$ cat src/rtl/command_executor.sv
// Executes decoded read/write requests against a word-addressed memory port and
// reports a status byte (plus four data bytes for a successful read) to the UART.
module command_executor #(
    parameter int MEM_DEPTH    = 1024,
    parameter int READ_LATENCY = 1
) (
    input  logic        clock,
    input  logic        reset,
    input  logic [7:0]  i_command,
    input  logic [14:0] i_address,
    input  logic [31:0] i_data,
    input  logic        i_readwrite,
    input  logic [1:0]  i_error,
    input  logic        i_done,
    output logic [14:0] o_mem_addr,
    output logic [31:0] o_mem_wdata,
    output logic        o_mem_we,
    input  logic [31:0] i_mem_rdata,
    output logic [7:0]  o_tx_byte,
    output logic        o_tx_start,
    input  logic        i_tx_busy,
    output logic        o_busy,
    output logic        o_dropped
);
    typedef enum logic [3:0] {
        IDLE        = 4'd0,
        DECIDE      = 4'd1,
        WRITE       = 4'd2,
        READ        = 4'd3,
        READ_WAIT   = 4'd4,
        SEND_STATUS = 4'd5,
        TX_HOLD     = 4'd6,
        TX_WAIT     = 4'd7
    } state_t;

    localparam logic [31:0] DEPTH     = 32'(MEM_DEPTH);
    localparam logic [1:0]  WAIT_INIT = 2'(READ_LATENCY - 1);

    state_t      state_r;
    logic [14:0] address_r;
    logic [31:0] data_r;
    logic        rw_r;
    logic [7:0]  status_r;
    logic [31:0] shift_r;
    logic [2:0]  bytes_left_r;
    logic [1:0]  wait_cnt_r;
    logic        request_bad_s;
    logic [2:0]  reply_len_s;
    logic        unused_s;

    // Status layout {A, range_err, rw, err}; the rw bit is set only for a clean read.
    function automatic logic [7:0] make_status(input logic [14:0] addr, input logic rw,
                                               input logic [1:0] err);
        logic range_err;
        logic rw_ok;
        range_err = ({17'd0, addr} >= DEPTH) && (err == 2'd0);
        rw_ok     = rw && (err == 2'd0) && !range_err;
        return {4'hA, range_err, rw_ok, err};
    endfunction

    assign request_bad_s = status_r[3] || (status_r[1:0] != 2'd0);
    assign reply_len_s   = status_r[2] ? 3'd4 : 3'd0;
    assign unused_s      = ^i_command;

    // Request sequencing, memory strobes and the byte-at-a-time transmit handshake.
    always_ff @(posedge clock) begin
        if (!reset) begin
            state_r      <= IDLE;
            address_r    <= 15'd0;
            data_r       <= 32'd0;
            rw_r         <= 1'b0;
            status_r     <= 8'd0;
            shift_r      <= 32'd0;
            bytes_left_r <= 3'd0;
            wait_cnt_r   <= 2'd0;
            o_mem_addr   <= 15'd0;
            o_mem_wdata  <= 32'd0;
            o_mem_we     <= 1'b0;
            o_tx_byte    <= 8'd0;
            o_tx_start   <= 1'b0;
            o_busy       <= 1'b0;
            o_dropped    <= 1'b0;
        end else begin
            o_mem_we   <= 1'b0;
            o_tx_start <= 1'b0;
            o_dropped  <= i_done && o_busy;
            case (state_r)
                IDLE: begin
                    if (i_done) begin
                        address_r <= i_address;
                        data_r    <= i_data;
                        rw_r      <= i_readwrite;
                        status_r  <= make_status(i_address, i_readwrite, i_error);
                        o_busy    <= 1'b1;
                        state_r   <= DECIDE;
                    end else begin
                        o_busy <= 1'b0;
                    end
                end
                DECIDE: begin
                    if (request_bad_s) begin
                        state_r <= SEND_STATUS;
                    end else if (!rw_r) begin
                        o_mem_addr  <= address_r;
                        o_mem_wdata <= data_r;
                        o_mem_we    <= 1'b1;
                        state_r     <= WRITE;
                    end else begin
                        o_mem_addr <= address_r;
                        state_r    <= READ;
                    end
                end
                READ: begin
                    wait_cnt_r <= WAIT_INIT;
                    state_r    <= READ_WAIT;
                end
                READ_WAIT: begin
                    if (wait_cnt_r != 2'd0) begin
                        wait_cnt_r <= wait_cnt_r - 2'd1;
                    end else begin
                        shift_r <= i_mem_rdata;
                        // Issue the status straight away when the transmitter is free.
                        if (!i_tx_busy) begin
                            o_tx_start   <= 1'b1;
                            o_tx_byte    <= status_r;
                            bytes_left_r <= reply_len_s;
                            state_r      <= TX_HOLD;
                        end else begin
                            state_r <= SEND_STATUS;
                        end
                    end
                end
                WRITE, SEND_STATUS: begin
                    if (!i_tx_busy) begin
                        o_tx_start   <= 1'b1;
                        o_tx_byte    <= status_r;
                        bytes_left_r <= reply_len_s;
                        state_r      <= TX_HOLD;
                    end else begin
                        state_r <= SEND_STATUS;
                    end
                end
                TX_HOLD: begin
                    state_r <= TX_WAIT;
                end
                TX_WAIT: begin
                    if (i_tx_busy) begin
                        state_r <= TX_WAIT;
                    end else if (bytes_left_r == 3'd0) begin
                        o_busy  <= 1'b0;
                        state_r <= IDLE;
                    end else begin
                        o_tx_start   <= 1'b1;
                        o_tx_byte    <= shift_r[7:0];
                        shift_r      <= {8'd0, shift_r[31:8]};
                        bytes_left_r <= bytes_left_r - 3'd1;
                        state_r      <= TX_HOLD;
                    end
                end
                default: begin
                    o_busy  <= 1'b0;
                    state_r <= IDLE;
                end
            endcase
        end
    end
endmodule

$ cat config.mk
export PLATFORM = sky130hd
export DESIGN_NAME = command_executor
export DESIGN_NICKNAME = d
export VERILOG_FILES = /design/src/rtl/command_executor.sv
export SDC_FILE = /design/constraint.sdc
export NUM_CORES = 1
export LEC_CHECK = 0
export CAP_MARGIN = 10
export CORE_AREA = 2 2 144 146
export CTS_CLUSTER_DIAMETER = 60
export CTS_CLUSTER_SIZE = 12
export DETAILED_ROUTE_END_ITERATION = 12
export DIE_AREA = 0 0 146 148
export GPL_TIMING_DRIVEN = 0
export MAX_ROUTING_LAYER = met4
export PLACE_DENSITY = 0.54
export SLEW_MARGIN = 0
export SYNTH_ARGS = -nofsm -noshare
export SYNTH_HDL_FRONTEND = slang
export SYNTH_SLANG_ARGS = --single-unit
$ cat constraint.sdc
create_clock -name clock -period 2.3 [get_ports clock]
set_clock_uncertainty 0.2 [all_clocks]
set_input_delay 0.345 -clock clock [delete_from_list [all_inputs] [get_ports clock]]
set_output_delay 0.345 -clock clock [all_outputs]
set_load 0.01 [all_outputs]
Word-level counts from Yosys, hierarchy flattened
Index checks and enable logic that the tools add are counted.
{"block": "op_classes", "add_sub_neg": 2, "n_reduce_logical": 25, "order_cmp": 1, "eq_ne": 13, "muxes": 35, "bitwise_logic": 5}
{"op": "2-to-1 mux 32 bit", "count": 3}
{"op": "case mux 32 bit (2 select lines)", "count": 1}
{"op": "2-to-1 mux 8 bit", "count": 4}
{"op": "case mux 4 bit (7 select lines)", "count": 1}
{"op": "2-to-1 mux 3 bit", "count": 8}
{"op": "case mux 8 bit (3 select lines)", "count": 1}
{"op": "== test 4 x 3 -> 1 bit, second input constant", "count": 4}
{"op": ">= comparator 15 x 11 -> 1 bit, second input constant", "count": 1}
{"op": "!= test 2 bit, second input constant", "count": 6}
{"op": "2-to-1 mux 1 bit", "count": 9}
{"op": "case mux 3 bit (3 select lines)", "count": 1}
{"op": "== test 4 x 2 -> 1 bit, second input constant", "count": 2}
{"op": "2-to-1 mux 4 bit", "count": 2}
{"op": "AND reduction 2 bit", "count": 4}
{"op": "AND reduction 4 bit", "count": 2}
{"op": "nonzero test 2 bit", "count": 4}
{"op": "case mux 1 bit (3 select lines)", "count": 2}
{"op": "AND reduction 3 bit", "count": 2}
{"op": "OR reduction 6 bit", "count": 1}
{"op": "NOT 1 bit", "count": 5}
{"op": "== test 4 x 1 -> 1 bit, second input constant", "count": 1}
{"op": "logical AND 1 bit", "count": 4}
{"op": "zero test 4 bit", "count": 1}
{"op": "2-to-1 mux 2 bit", "count": 2}
{"op": "10 further kinds", "count": 10}
{"block": "word_totals", "regBits": 153, "out_inout_bits": 59, "inputBits": 94}

Longest topological paths before layout
{"block": "logic_depth", "word_depth": 4, "ltp_mapped": 8, "depth_no_buf": 6}

Least setup slack after synthesis
OpenSTA, ideal clock, no wires.
{"block": "synth_path", "path_type": "register -> register", "from": "register bytes_left_r[0]", "to": "register shift_r[10]", "path_stages_with_launch": 9, "required_time_ps": 1966, "arrival_ps": 1760, "path_buffers": 2, "synth_period_minus_slack_ps": 2094, "setup_slack_ps": 206, "path_cell_list": "dfxtp_1 -> inv_1 -> ha_1 -> nor2b_1 -> o32ai_2 -> and2_0 -> clkbuf_1 -> buf_2 -> a211oi_1"}
{"block": "synth_via", "elab_chain_cells": 3}
{"item": "from (decl)", "line": "45", "text": "logic [2:0] bytes_left_r;"}
{"item": "from (signal assigned)", "line": "126", "text": "bytes_left_r <= reply_len_s;"}
{"item": "from (signal assigned)", "line": "137", "text": "bytes_left_r <= reply_len_s;"}
{"item": "from (signal assigned)", "line": "156", "text": "bytes_left_r <= bytes_left_r - 3'd1;"}
{"item": "zero test 3 bit", "line": "149", "text": "end else if (bytes_left_r == 3'd0) begin"}
{"item": "!= test 2 bit (no line)"}
{"item": "AND reduction 4 bit (no line)"}
{"item": "to (signal assigned)", "line": "121", "text": "shift_r <= i_mem_rdata;"}
{"item": "to (signal assigned)", "line": "155", "text": "shift_r <= {8'd0, shift_r[31:8]};"}
{"item": "to (decl)", "line": "44", "text": "logic [31:0] shift_r;"}
Every way passes these cells.
A chain may end at the register's enable or synchronous reset.

Worst setup path in the final report
{"block": "layout_path", "from": "register wait_cnt_r[0]", "to": "register o_tx_byte[7]"}
{"block": "layout_via", "elab_chain_cells": 3}
{"item": "from (decl)", "line": "46", "text": "logic [1:0] wait_cnt_r;"}
{"item": "from (signal assigned)", "line": "119", "text": "wait_cnt_r <= wait_cnt_r - 2'd1;"}
{"item": "nonzero test 2 bit", "line": "118", "text": "if (wait_cnt_r != 2'd0) begin"}
{"item": "!= test 2 bit (no line)"}
{"item": "AND reduction 4 bit (no line)"}
{"item": "to (signal assigned)", "line": "125", "text": "o_tx_byte <= status_r;"}
{"item": "to (signal assigned)", "line": "136", "text": "o_tx_byte <= status_r;"}
{"item": "to (signal assigned)", "line": "154", "text": "o_tx_byte <= shift_r[7:0];"}
{"item": "to (decl)", "line": "19", "text": "output logic [7:0] o_tx_byte,"}
Every way passes these cells.

==> impl_results.md <==
* Hold Path Class: in2reg
* Syn. warnings at 0
* Xor and xnor area share after synthesis at 0%
* Clock-pin slew on the worst setup and hold paths at around 0.060 ns
* # fillers at approximately 2100
* Core footprint at ~20000 um2
* Async SR Flop Fraction at 0%
* Pin count of the biggest net entering global routing at 17
* CP arrival at about 2.3 ns
* Slowest stage cell, crit path: dfxtp_1
* Most frequent cells in the layout: nand2_1, dfxtp_1, clkdlybuf4s50_1
* Quantity of hold-fixing buffers added after cts at 0
* H-Tree Depth at 4
* Critical path data required time at around 2.4 ns
* Crit Path Max Fanout at 9
* Via count at approximately 5400
* Port-buffer cells at 142
* # diodes at 0
* Post-synth EDFFs at 0
* # clock sinks at 152
* RSZ-0062 raised after global routing: true
* Outcome: completed
* Final Hold Viols at 0
* CP Cell Sequence: inv_1 > ha_1 > nor4b_4 > or2_2 > buf_2 > or2_0 > buf_2 > a31o_2
* PwrDens at between 1000 and 1500 nW/um2
* Syn Area/Cell at roughly 8.4 um2
* Relative slew margins at 50.1%
* Least-Margin Pin Slew at 0.748 ns
* First drt pass iteration count at 5
* Ys flop type: dfxtp_1
* Fin crit share at 94.0%
* Minimum hold slack at around 0.21 ns
* Seq/Total Area, Yosys at about half
* Total wire length at ~18 mm
* Post-Synthesis Cells at ~700
* Leak pwr at roughly 0.0030 uW
* Area fraction of the dominant cell type after synthesis at between 50% and 60%
* Vias per cell at ~4.7
* CTS tree: yes
* Area growth syn-to-layout at 40.5%
* Global-route wire length before repair at between 20 and 30 mm
* Slew Viols, Final at 0
* Peak supply drop at 0.567 mV
* Gp weighted congestion at 0.800
* Post-synthesis compound-gate area fraction at between 10% and 20%
* Critical Path Source Type: flop
* Setup-failing EPs final at 0
* Tmin final at approximately 2.2 ns
* GRT Util Overall at between 15 and 20%
* Library cells used by synthesis at 48
* Maximum clock path buffer count at 2
* Initial drt markers at 261
* Top Ports at 153
* DP HPWL at 12.7 mm
* Layout Nets at between 900 and 1000
* Vias in the first global route at 5147
* Synth Cell Area at between 5000 and 6000 um2
* Max incr delay on CP at about 0.33 ns
* Core Rows at between 50 and 60
* Total power at approximately 8800 uW
* Final Util at 41.3%
* Commonest non-fill, non-tap cell in the layout: nand2_1
* Cell taking the most area after synthesis: dfxtp_1
* Main combinational cell family by area after synthesis: compound AO/OA/AOI/OAI gates
* Die X at between 100 and 150 um
* Post-synthesis simple-gate area fraction at 18.2%
* CP most frequent cell: buf_2
* CTS buffer count at 17
* Chip height at between 100 and 150 um
* Drt wl/cell at 15.4 um
* Adder-cell share of the synthesized area at 0.637%
* Endpoint type of the worst setup path: flop
* DRC errors left at 0
* Syn Nets at 795
* GRT overflow at 0
* Die area at roughly 22000 um2
* Antenna Nets Post-Route at 0
* Max_cap viols at 0
* Ranking of synthesized cells by area: dfxtp_1, nand2_1, a21oi_1, mux2i_1, a211oi_1
* Proportion of synthesized area in mux cells at 5.35%
* F_max at approximately 460 MHz
* Seq cells post-synth at approximately 150
* Worst Setup Path Type: reg2reg
* Initial antenna violation count at 0
* Starting Density at roughly 29%
* Layout cells sized above 1 at 9.61%
* Root Driver: clkbuf_16
* Insertion delay to the later sink of the worst-skew pair at 0.42 ns
## kinds of logic after synthesis
family          Yosys count
simple gates            257
compound gates          188
flops                   152
buf+inv                  67
mux                      31
fa+ha+maj                 3
## critical path, delay by kind of cell, from the launching register on
kind / cells / cell delay [ns]
AOI/OAI and AO/OA: 1 / 0.26
adders and majority gates: 1 / 0.26
buffers and inverters: 3 / 0.43
DFF: 1 / 0.33
and+or+nand+nor: 3 / 0.58
## where the power goes
| part | switching [uW] | internal, uW |
|---|---|---|
| clock | 1200 | 1400 |
| combinational | 1770 | 1120 |
| sequential | 234 | 3120 |
## per-layer routing
metal | share of wire, % | track usage (%) | up-vias
li1 | - | - | 2718
met1 | 48 | 22.9 | 2515
met2 | 47 | 26.2 | 112
met3 | 4.0 | 3.09 | 12
met4 | 1.0 | 4.95 | 0
met5 | 0 | - | -
## area by class of cell
cell class | instances | area [um2] | area share (%)
Timing Repair Buffer | 144 | 1440 | 17.3
Clock buffer | 17 | 425 | 5.14
Inverter | 7 | 26.3 | 0.317
Clock inverter | 15 | 120 | 1.45
Tap cell | 270 | 338 | 4.08
Buffer | 60 | 287 | 3.46
Multi-Input combinational cell | 479 | 2600 | 31.4
Sequential cell | 152 | 3040 | 36.8
## sequential cells by signal, summed over array words and instances (netlist names)
register and flops:
address_r 15, bytes_left_r 3, data_r 32, o_busy 1, o_dropped 1, o_mem_addr 15, o_mem_wdata 32, o_mem_we 1
o_tx_byte 8, o_tx_start 1, rw_r 1, shift_r 32, state_r 3, status_r 5, wait_cnt_r 2
## what timing repair did
item                       4_1_cts  5_1_grt
pin swaps                        1        0
setup endpoints to repair       52      115
setup buffers                    2        0
resized for setup                8       17
## cell usage after synthesis (3+ instances only)
library cell and count:
a211oi_1 24, a32o_1 8, o22ai_1 3, clkbuf_1 35, nand4_1 3, nor4_1 5, a31o_2 6, buf_2 17
mux2_2 4, mux2i_1 27, nand2_1 210, nor3_1 5, buf_1 5, nor2_1 10, a21oi_1 127, ha_1 3
dfxtp_1 152, o21ai_0 5, nand2b_1 3, inv_1 7
## path summary, 6_finish.rpt
path,start,to,slack (ns),cells after the start
setup / recovery,wait_cnt_r[0]$_SDFFE_PN0P_,o_tx_byte[7]$_SDFFE_PN0P_,0.14,8
hold / removal,i_tx_busy,state_r[0]$_SDFFE_PN0P_,0.21,3
setup reg to reg,wait_cnt_r[0]$_SDFFE_PN0P_,o_tx_byte[7]$_SDFFE_PN0P_,0.14,8
hold reg to reg,data_r[26]$_SDFFE_PN0P_,o_mem_wdata[26]$_SDFFE_PN0P_,0.25,2
## through the flow
stage | cell area, um2 | TNS [ns] | setup WS [ns] | instances
2_1_floorplan | 5890 | 0 | 0.206 | 698
3_3_place_gp | 7650 | -4.35 | -0.216 | 1110
3_5_place_dp | 7650 | -4.85 | -0.222 | 1110
4_1_cts | 8240 | 0 | 0.000876 | 1144
5_1_grt | 8280 | -0.000598 | -0.000598 | 1144
6_report | 8280 | 0 | 0.138 | 1144
No activity file was read; power rests on OpenSTA's default activity.
